==> config.mk <==
export PLATFORM = sky130hd
export DESIGN_NAME = alu_control_sequencer
export DESIGN_NICKNAME = d
export VERILOG_FILES = /design/src/rtl/alu_control_sequencer.sv
export SDC_FILE = /design/constraint.sdc
export NUM_CORES = 1
export LEC_CHECK = 0
export CORE_AREA = 2 2 64 66
export DETAILED_ROUTE_END_ITERATION = 10
export DIE_AREA = 0 0 66 68
export PLACE_DENSITY_LB_ADDON = 0.1
export SETUP_SLACK_MARGIN = 0.2
export SYNTH_ARGS = -nofsm -noshare
export SYNTH_HDL_FRONTEND = slang
export SYNTH_SLANG_ARGS = --single-unit
==> constraint.sdc <==
create_clock -name clk -period 1.7 [get_ports clk]
set_input_delay 0.34 -clock clk [delete_from_list [all_inputs] [get_ports clk]]
set_output_delay 0.34 -clock clk [all_outputs]
set_load 0.005 [all_outputs]
==> src/rtl/alu_control_sequencer.sv <==
// -----------------------------------------------------------------------------
// alu_control_sequencer
//
// Clocked control FSM for the single-bus datapath. It runs instruction fetch
// (T0-T2) and execute (T3-T5) for register-to-register ALU instructions and
// loops fetch/execute for as long as `run` stays high.
//
// Parameters
//   PC_INC_EN        1 = T0 also asserts IncPC (enable[28]) so Z gets PC+1.
//
// Ports
//   clk              rising-edge clock
//   clr              asynchronous active-high reset (FSM returns to IDLE)
//   run              level-sensitive; sampled in IDLE and at instruction end
//   mem_ready        memory data valid on MDataIn (only looked at in T1)
//   ir[31:0]         IR contents read back from the datapath
//   enable[31:0]     register load strobes (R0-R15, PC, MDR, IR, Z, MAR, Y, IncPC)
//   busSelect[31:0]  bus driver selects (R0-R15, Zlow, PC, MDR); at most one high
//   MD_Read          MDR source select / memory read request
//   Control_Signals  ALU operation (0 none, 1 ADD .. 6 NOT)
//   done             one-cycle pulse on the last execute cycle of a legal op
//   illegal          one-cycle pulse in T3 for an undefined opcode
// -----------------------------------------------------------------------------
module alu_control_sequencer #(
    parameter bit PC_INC_EN = 1'b1
) (
    input  logic        clk,
    input  logic        clr,
    input  logic        run,
    input  logic        mem_ready,
    input  logic [31:0] ir,
    output logic [31:0] enable,
    output logic [31:0] busSelect,
    output logic        MD_Read,
    output logic [3:0]  Control_Signals,
    output logic        done,
    output logic        illegal
);

    localparam logic [2:0] S_IDLE = 3'd0;
    localparam logic [2:0] S_T0   = 3'd1;
    localparam logic [2:0] S_T1   = 3'd2;
    localparam logic [2:0] S_T2   = 3'd3;
    localparam logic [2:0] S_T3   = 3'd4;
    localparam logic [2:0] S_T4   = 3'd5;
    localparam logic [2:0] S_T5   = 3'd6;

    // Datapath bit positions
    localparam int EN_PC    = 20;
    localparam int EN_MDR   = 21;
    localparam int EN_IR    = 23;
    localparam int EN_Z     = 24;
    localparam int EN_MAR   = 25;
    localparam int EN_Y     = 27;
    localparam int EN_INCPC = 28;
    localparam int BS_ZLOW  = 19;
    localparam int BS_PC    = 20;
    localparam int BS_MDR   = 21;

    logic [2:0]  state_reg;
    logic [2:0]  state_next;

    // Instruction decode (meaningful only in T3-T5, where IR is stable)
    logic [4:0]  opcode;
    logic [3:0]  ra;
    logic [3:0]  rb;
    logic [3:0]  rc;
    logic        is_binary;
    logic        is_unary;
    logic [3:0]  alu_op;
    logic [15:0] ra_sel;
    logic [15:0] rb_sel;
    logic [15:0] rc_sel;
    logic        ir_unused;

    assign opcode    = ir[31:27];
    assign ra        = ir[26:23];
    assign rb        = ir[22:19];
    assign rc        = ir[18:15];
    assign ir_unused = ^ir[14:0];

    // Opcodes 0-3 are binary, 4-5 unary; the ALU code is simply opcode+1.
    assign is_binary = (opcode[4:2] == 3'b000);
    assign is_unary  = (opcode == 5'd4) || (opcode == 5'd5);
    assign alu_op    = {1'b0, opcode[2:0]} + 4'd1;

    // One-hot register selects for the three instruction fields
    generate
        for (genvar gi = 0; gi < 16; gi++) begin : g_reg_sel
            assign ra_sel[gi] = (ra == 4'(gi));
            assign rb_sel[gi] = (rb == 4'(gi));
            assign rc_sel[gi] = (rc == 4'(gi));
        end
    endgenerate

    // State register
    always_ff @(posedge clk or posedge clr) begin
        if (clr) begin
            state_reg <= S_IDLE;
        end else begin
            state_reg <= state_next;
        end
    end

    // Next-state logic
    always_comb begin
        state_next = S_IDLE;
        case (state_reg)
            S_IDLE: state_next = run ? S_T0 : S_IDLE;
            S_T0:   state_next = S_T1;
            // Stay in T1 until memory answers; reloading PC from an
            // unchanged Z each stall cycle is harmless.
            S_T1:   state_next = mem_ready ? S_T2 : S_T1;
            S_T2:   state_next = S_T3;
            S_T3: begin
                if (is_binary || is_unary) begin
                    state_next = S_T4;
                end else begin
                    state_next = run ? S_T0 : S_IDLE;
                end
            end
            S_T4: begin
                if (is_binary) begin
                    state_next = S_T5;
                end else begin
                    state_next = run ? S_T0 : S_IDLE;
                end
            end
            S_T5:   state_next = run ? S_T0 : S_IDLE;
            default: state_next = S_IDLE;
        endcase
    end

    // Moore output decode from state (plus IR fields in execute states)
    always_comb begin
        enable          = '0;
        busSelect       = '0;
        MD_Read         = 1'b0;
        Control_Signals = 4'd0;
        done            = 1'b0;
        illegal         = 1'b0;
        case (state_reg)
            S_T0: begin
                busSelect[BS_PC]  = 1'b1;
                enable[EN_MAR]    = 1'b1;
                enable[EN_Z]      = 1'b1;
                enable[EN_INCPC]  = PC_INC_EN;
            end
            S_T1: begin
                busSelect[BS_ZLOW] = 1'b1;
                enable[EN_PC]      = 1'b1;
                MD_Read            = 1'b1;
                enable[EN_MDR]     = 1'b1;
            end
            S_T2: begin
                busSelect[BS_MDR] = 1'b1;
                enable[EN_IR]     = 1'b1;
            end
            S_T3: begin
                if (is_binary) begin
                    busSelect[15:0] = rb_sel;
                    enable[EN_Y]    = 1'b1;
                end else if (is_unary) begin
                    busSelect[15:0] = rb_sel;
                    Control_Signals = alu_op;
                    enable[EN_Z]    = 1'b1;
                end else begin
                    illegal = 1'b1;
                end
            end
            S_T4: begin
                if (is_binary) begin
                    busSelect[15:0] = rc_sel;
                    Control_Signals = alu_op;
                    enable[EN_Z]    = 1'b1;
                end else if (is_unary) begin
                    busSelect[BS_ZLOW] = 1'b1;
                    enable[15:0]       = ra_sel;
                    done               = 1'b1;
                end
            end
            S_T5: begin
                if (is_binary) begin
                    busSelect[BS_ZLOW] = 1'b1;
                    enable[15:0]       = ra_sel;
                    done               = 1'b1;
                end
            end
            default: ;
        endcase
    end

endmodule
# After elaboration in Yosys (flattened, before gate mapping)
# Cells that the tools add are included.
[classes]
mux = 31
add_sub_neg = 1
reduce_logical = 8
eq_ne = 53
[op_table]
columns = ["operator", "n"]
rows = [
  ["equality test 4 bit, second input constant", 24],
  ["2-to-1 mux 16 bit", 6],
  ["one-hot mux 16 bit (2 select lines)", 2],
  ["equality test 4 x 3 -> 1 bit, second input constant", 12],
  ["equality test 4 x 2 -> 1 bit, second input constant", 6],
  ["one-hot mux 3 bit (6 select lines)", 1],
  ["equality test 4 x 1 -> 1 bit, second input constant", 3],
  ["logical NOT 4 bit", 3],
  ["2-to-1 mux 1 bit", 12],
  ["2-to-1 mux 4 bit", 3],
  ["equality test 5 x 3 -> 1 bit, second input constant", 2],
  ["equality test 3 bit, second input constant", 3],
  ["one-hot mux 4 bit (2 select lines)", 1],
  ["equality test 3 x 2 -> 1 bit, second input constant", 2],
  ["logical NOT 3 bit", 2],
  ["2-to-1 mux 3 bit", 2],
  ["one-hot mux 1 bit (3 select lines)", 2],
  ["adder 3 x 1 -> 4 bit, second input constant", 1],
  ["equality test 3 x 1 -> 1 bit, second input constant", 1],
  ["logical OR 1 bit", 2],
  ["2-to-1 mux 2 bit", 1],
  ["one-hot mux 1 bit (2 select lines)", 1],
  ["OR reduction 2 bit", 1],
]
[totals]
ff_bits = 3
wordCells = 94
in_bits = 36

# Logic depth before layout (Yosys ltp)
# Gate-level depths: netlist of run 1.
[depth]
depth_word = 5
depth_mapped = 6

# Worst setup path before layout of run 1
# OpenSTA, ideal clock, no wires.
[synth_timing]
path_kind = "input-to-output"
start = "input ir[27]"
end = "output busSelect[10]"
path_slack_ns = 0.031
t_required_ns = 1.360
t_arrival_ns = 1.329
stages = 6
cell_sequence = "inv_1 > ha_1 > or3b_4 > nand3_4 > buf_6 > o32ai_1"
[synth_via]
elab_chain_len = 5
elab_cells_between_ends = 6
classes_between = "eq/ne: 2; mux: 3; reduce/logical: 1"
[synth_lines]
columns = ["element", "line", "source"]
rows = [
  ["start, declared", "31", "input logic [31:0] ir,"],
  ["equality test 5 x 3 -> 1 bit", "84", "assign is_unary = (opcode == 5'd4) || (opcode == 5'd5);"],
  ["logical OR 1 bit *", "84", ""],
  ["2-to-1 mux 16 bit *", "163", "end else if (is_unary) begin"],
  ["2-to-1 mux 16 bit *", "160", "if (is_binary) begin"],
  ["one-hot mux 16 bit (2 select lines) *", "142", "case (state_reg)"],
  ["end, declared", "33", "output logic [31:0] busSelect,"],
]
# Every way passes the cells marked *; elsewhere a longest branch is shown, timed or not.

# Final worst setup path of run 1
[layout_timing]
start = "register state_reg[1]"
end = "output busSelect[4]"
[layout_via]
elab_chain_len = 2
elab_cells_between_ends = 3
classes_between = "eq/ne: 2; mux: 1"
[layout_lines]
columns = ["element", "line", "source"]
rows = [
  ["start, declared", "60", "logic [2:0] state_reg;"],
  ["start signal, assigned", "101", "state_reg <= state_next;"],
  ["equality test 3 bit", "142", ""],
  ["one-hot mux 16 bit (2 select lines) *", "142", ""],
]
# Marked as above.

==> results.py, run 1 <==
metrics = {
    "clocking": {
        "clockBufferDepth": 2,
        "cts_root_buf": "clkbuf_8",
        "h-tree-depth": 1,
        "insertion_delay_ps": 220,
        "path_clk_slew_ps": 30,
        "ctsHoldBuffers": 0,
        "cts_sinks": 3,
        "numCtsBuffers": 3,
        "cts_tree": "yes",
    },
    "layout": {
        "fin_util_pct": 67.0,
        "regArea_um2": 76.3,
        "area_growth_pct": 133,
        "mostFrequentLayoutCells": "45 x buf_2, 41 x buf_4, 23 x buf_6, 22 x conb_1, 16 x a21oi_2",
        "fin_nets": 323,
        "largest_register_ffs": 3,
        "diodes": 0,
        "multiInputGateArea_mm2": 0.00127,
        "fill_cells": 322,
        "layout_commonest_cell": "buf_2",
        "drive_gt1_share_pct": 70.3,
    },
    "yosys": {
        "ys_seq_elements": 3,
        "yosysTopAreaCellShare_pct": 18.3,
        "ys_types": 38,
        "yosys.area.top_type": "buf_4",
        "syn-instance-count": 156,
        "synthTopCellsByArea": "buf_4 18%, o32ai_1 10%, a21oi_1 8.6%",
        "synthArstFlopShare_pct": 100,
        "syn_avg_cell_area_um2": 7.10,
        "yosysSeqAreaShare_pct": 6.78,
        "yosys_warnings": 0,
        "synth_ff_type": "dfrtp_1",
        "synthesis.area_mm2": 0.00111,
        "synth_edf_count": 0,
    },
    "setup_path": {
        "worst_setup_path_end_kind": "output pin",
        "r2r_start": "state_reg[0]$_DFF_PP0_",
        "critPathCapture": "busSelect[4]",
        "cp-startpoint": "state_reg[1]$_DFF_PP0_",
        "worst_setup_path_start_kind": "register",
        "reg2reg_to": "state_reg[0]$_DFF_PP0_",
        "worstPathRequired_ps": 1360,
        "cp.arrival_ps": 1750,
        "r2r_slack_ps": 80,
        "crit_type": "reg2out",
        "r2r_cells": 8,
        "cp_max_fo": 5,
    },
    "route": {
        "first_pass_iters": 4,
        "routed_wl_um": 5400,
        "routedWlPerCell_um": 16.2,
        "num_vias": 1684,
        "dr.first_iter.drc_count": 68,
        "drt-vias-per-instance": 5.06,
        "ant_nets": 0,
        "drc": 0,
    },
    "pwr": {
        "combPwrFrac_pct": 78.9,
        "power.share.clock_pct": 12.2,
        "p_seq_share_pct": 8.9,
        "power_density_mw_per_mm2": 661,
        "swShare_pct": 40.9,
        "total_power_mw": 1.71,
        "p_leak_nw": 1.11,
        "p_sw_uw": 698,
        "p_int_mw": 1.01,
        "irDropWorstVdd_mv": 0.801,
    },
    "floorplan": {
        "die_area_mm2": 0.00449,
        "die_w_um": 66,
        "coreArea_mm2": 0.00386,
        "floorplan.initialDensity_pct": 28.7,
        "rows": 23,
        "chipHeight_um": 68,
        "pin_count": 107,
    },
    "timing": {
        "max_freq_mhz": 479,
        "post-route-period-util_pct": 123,
        "hold_viol_final": 0,
        "setup_ws_ps": -389,
        "period_needed_ps": 2090,
        "finalClockSkew_ps": 2.83,
        "drv_slew": 0,
        "setup_viol": 46,
        "rsz0062_at_grt": "true",
    },
    "min_path": {
        "hold_class": "in2async",
    },
    "placed_design": {
        "gp_congestion": 0.762,
        "numPortBuffers": 69,
        "hpwl_um": 3190,
    },
    "grt": {
        "grt_use_total_pct": 22.8,
        "grt_first_pass_wirelength_um": 7890,
        "grt_overflow": 0,
        "antenna_found_initial": 0,
        "grt_pass1_vias": 1637,
        "grt_max_degree": 23,
    },
    "status": {
        "status": "finished with violations",
        "violations": "setup timing",
    },
    "job": {
        "maxCapViolCount": 0,
    },
}
synth_stat cells (all sizes together), types with 2 or more instances:
library cell / instances
buf: 32
a21oi: 19
nand3: 17
o32ai: 13
nand2b: 9
nor2: 7
inv: 6
nand4: 6
or2: 6
nand2: 4
nor2b: 4
o22ai: 4
dfrtp: 3
ha: 3
a21boi: 2
and2: 2
and3: 2
nand4b: 2
nor3: 2
worst min-delay path by stage:
stage	start	to	depth (start not counted)
after floorplan	clr	state_reg[0]$_DFF_PP0_	1
after global placement	clr	state_reg[0]$_DFF_PP0_	2
after detailed placement	clr	state_reg[0]$_DFF_PP0_	2
after CTS	clr	state_reg[2]$_DFF_PP0_	2
after global routing	clr	state_reg[2]$_DFF_PP0_	2
final	clr	state_reg[1]$_DFF_PP0_	2
final cells by class:
class	instances	area share (%)
tap	50	2.42
clock buffer	4	1.74
inverter	6	1.65
sequential	3	2.95
multi-input combinational	136	49.3
timing repair buffer	134	41.9
kinds of logic after synthesis:
kind of cell	count (synthesis)	share of synthesized area [%]
simple gates	65	37.7
buf+inv	39	24.1
flops	3	6.78
fa+ha+maj	3	3.39
xor+xnor	1	0.791
compound gates	44	26.9
other cells	1	0.339
critical path, stage by stage (launching register included):
cell and delay (ps):
dfrtp_1 410, nor3b_4 290, buf_4 170, nand3_4 100
buf_4 160, o32ai_2 250, buf_2 160
power by group through the flow:
stage / Clock, mW / Sequential [mW] / Combinational, mW
5_1_grt: 0.222 / 0.155 / 1.45
3_3_place_gp: 0 / 0.145 / 0.879
6_report: 0.208 / 0.152 / 1.35
2_1_floorplan: 0 / 0.141 / 0.510
4_1_cts: 0.209 / 0.148 / 1.26
3_5_place_dp: 0 / 0.146 / 0.886
through the flow:
step / setup slack, ps / area (um2) / setup TNS (ps) / instances / hold slack [ps]
after floorplan: 61.2 / 1280 / 0 / 177 / 93.6
after global placement: -1040 / 2010 / -40830 / 290 / 514
after detailed placement: -1060 / 2010 / -41230 / 290 / 537
after CTS: -349 / 2450 / -9200 / 328 / 310
after global routing: -485 / 2580 / -13870 / 333 / 315
final: -389 / 2580 / -10500 / 333 / 307
metal layers:
layer	global-route usage, %	vias to the layer above	share of wire, %
met5	0	-	0
met4	5.61	0	1.7
met3	3.45	8	5.2
met2	47.5	74	57
met1	23.7	808	36
li1	-	794	-
repair_timing:
action                                  4_1_cts  5_1_grt
cloned                                        1        0
setup buffers                                33        5
pin swaps                                    28        6
resized for setup                           308       15
endpoints found under the setup margin       52       50
Power figures use the tool's default switching activity.
==> inputs of run 2 (changes only) <==
--- a/config.mk
+++ b/config.mk
@@ -10,6 +10,7 @@
 export DIE_AREA = 0 0 66 68
 export PLACE_DENSITY_LB_ADDON = 0.1
 export SETUP_SLACK_MARGIN = 0.2
+export SLEW_MARGIN = 20
 export SYNTH_ARGS = -nofsm -noshare
 export SYNTH_HDL_FRONTEND = slang
 export SYNTH_SLANG_ARGS = --single-unit
==> results of run 2 <==
The final DEF is identical to that of run 1; final timing and power are the same.
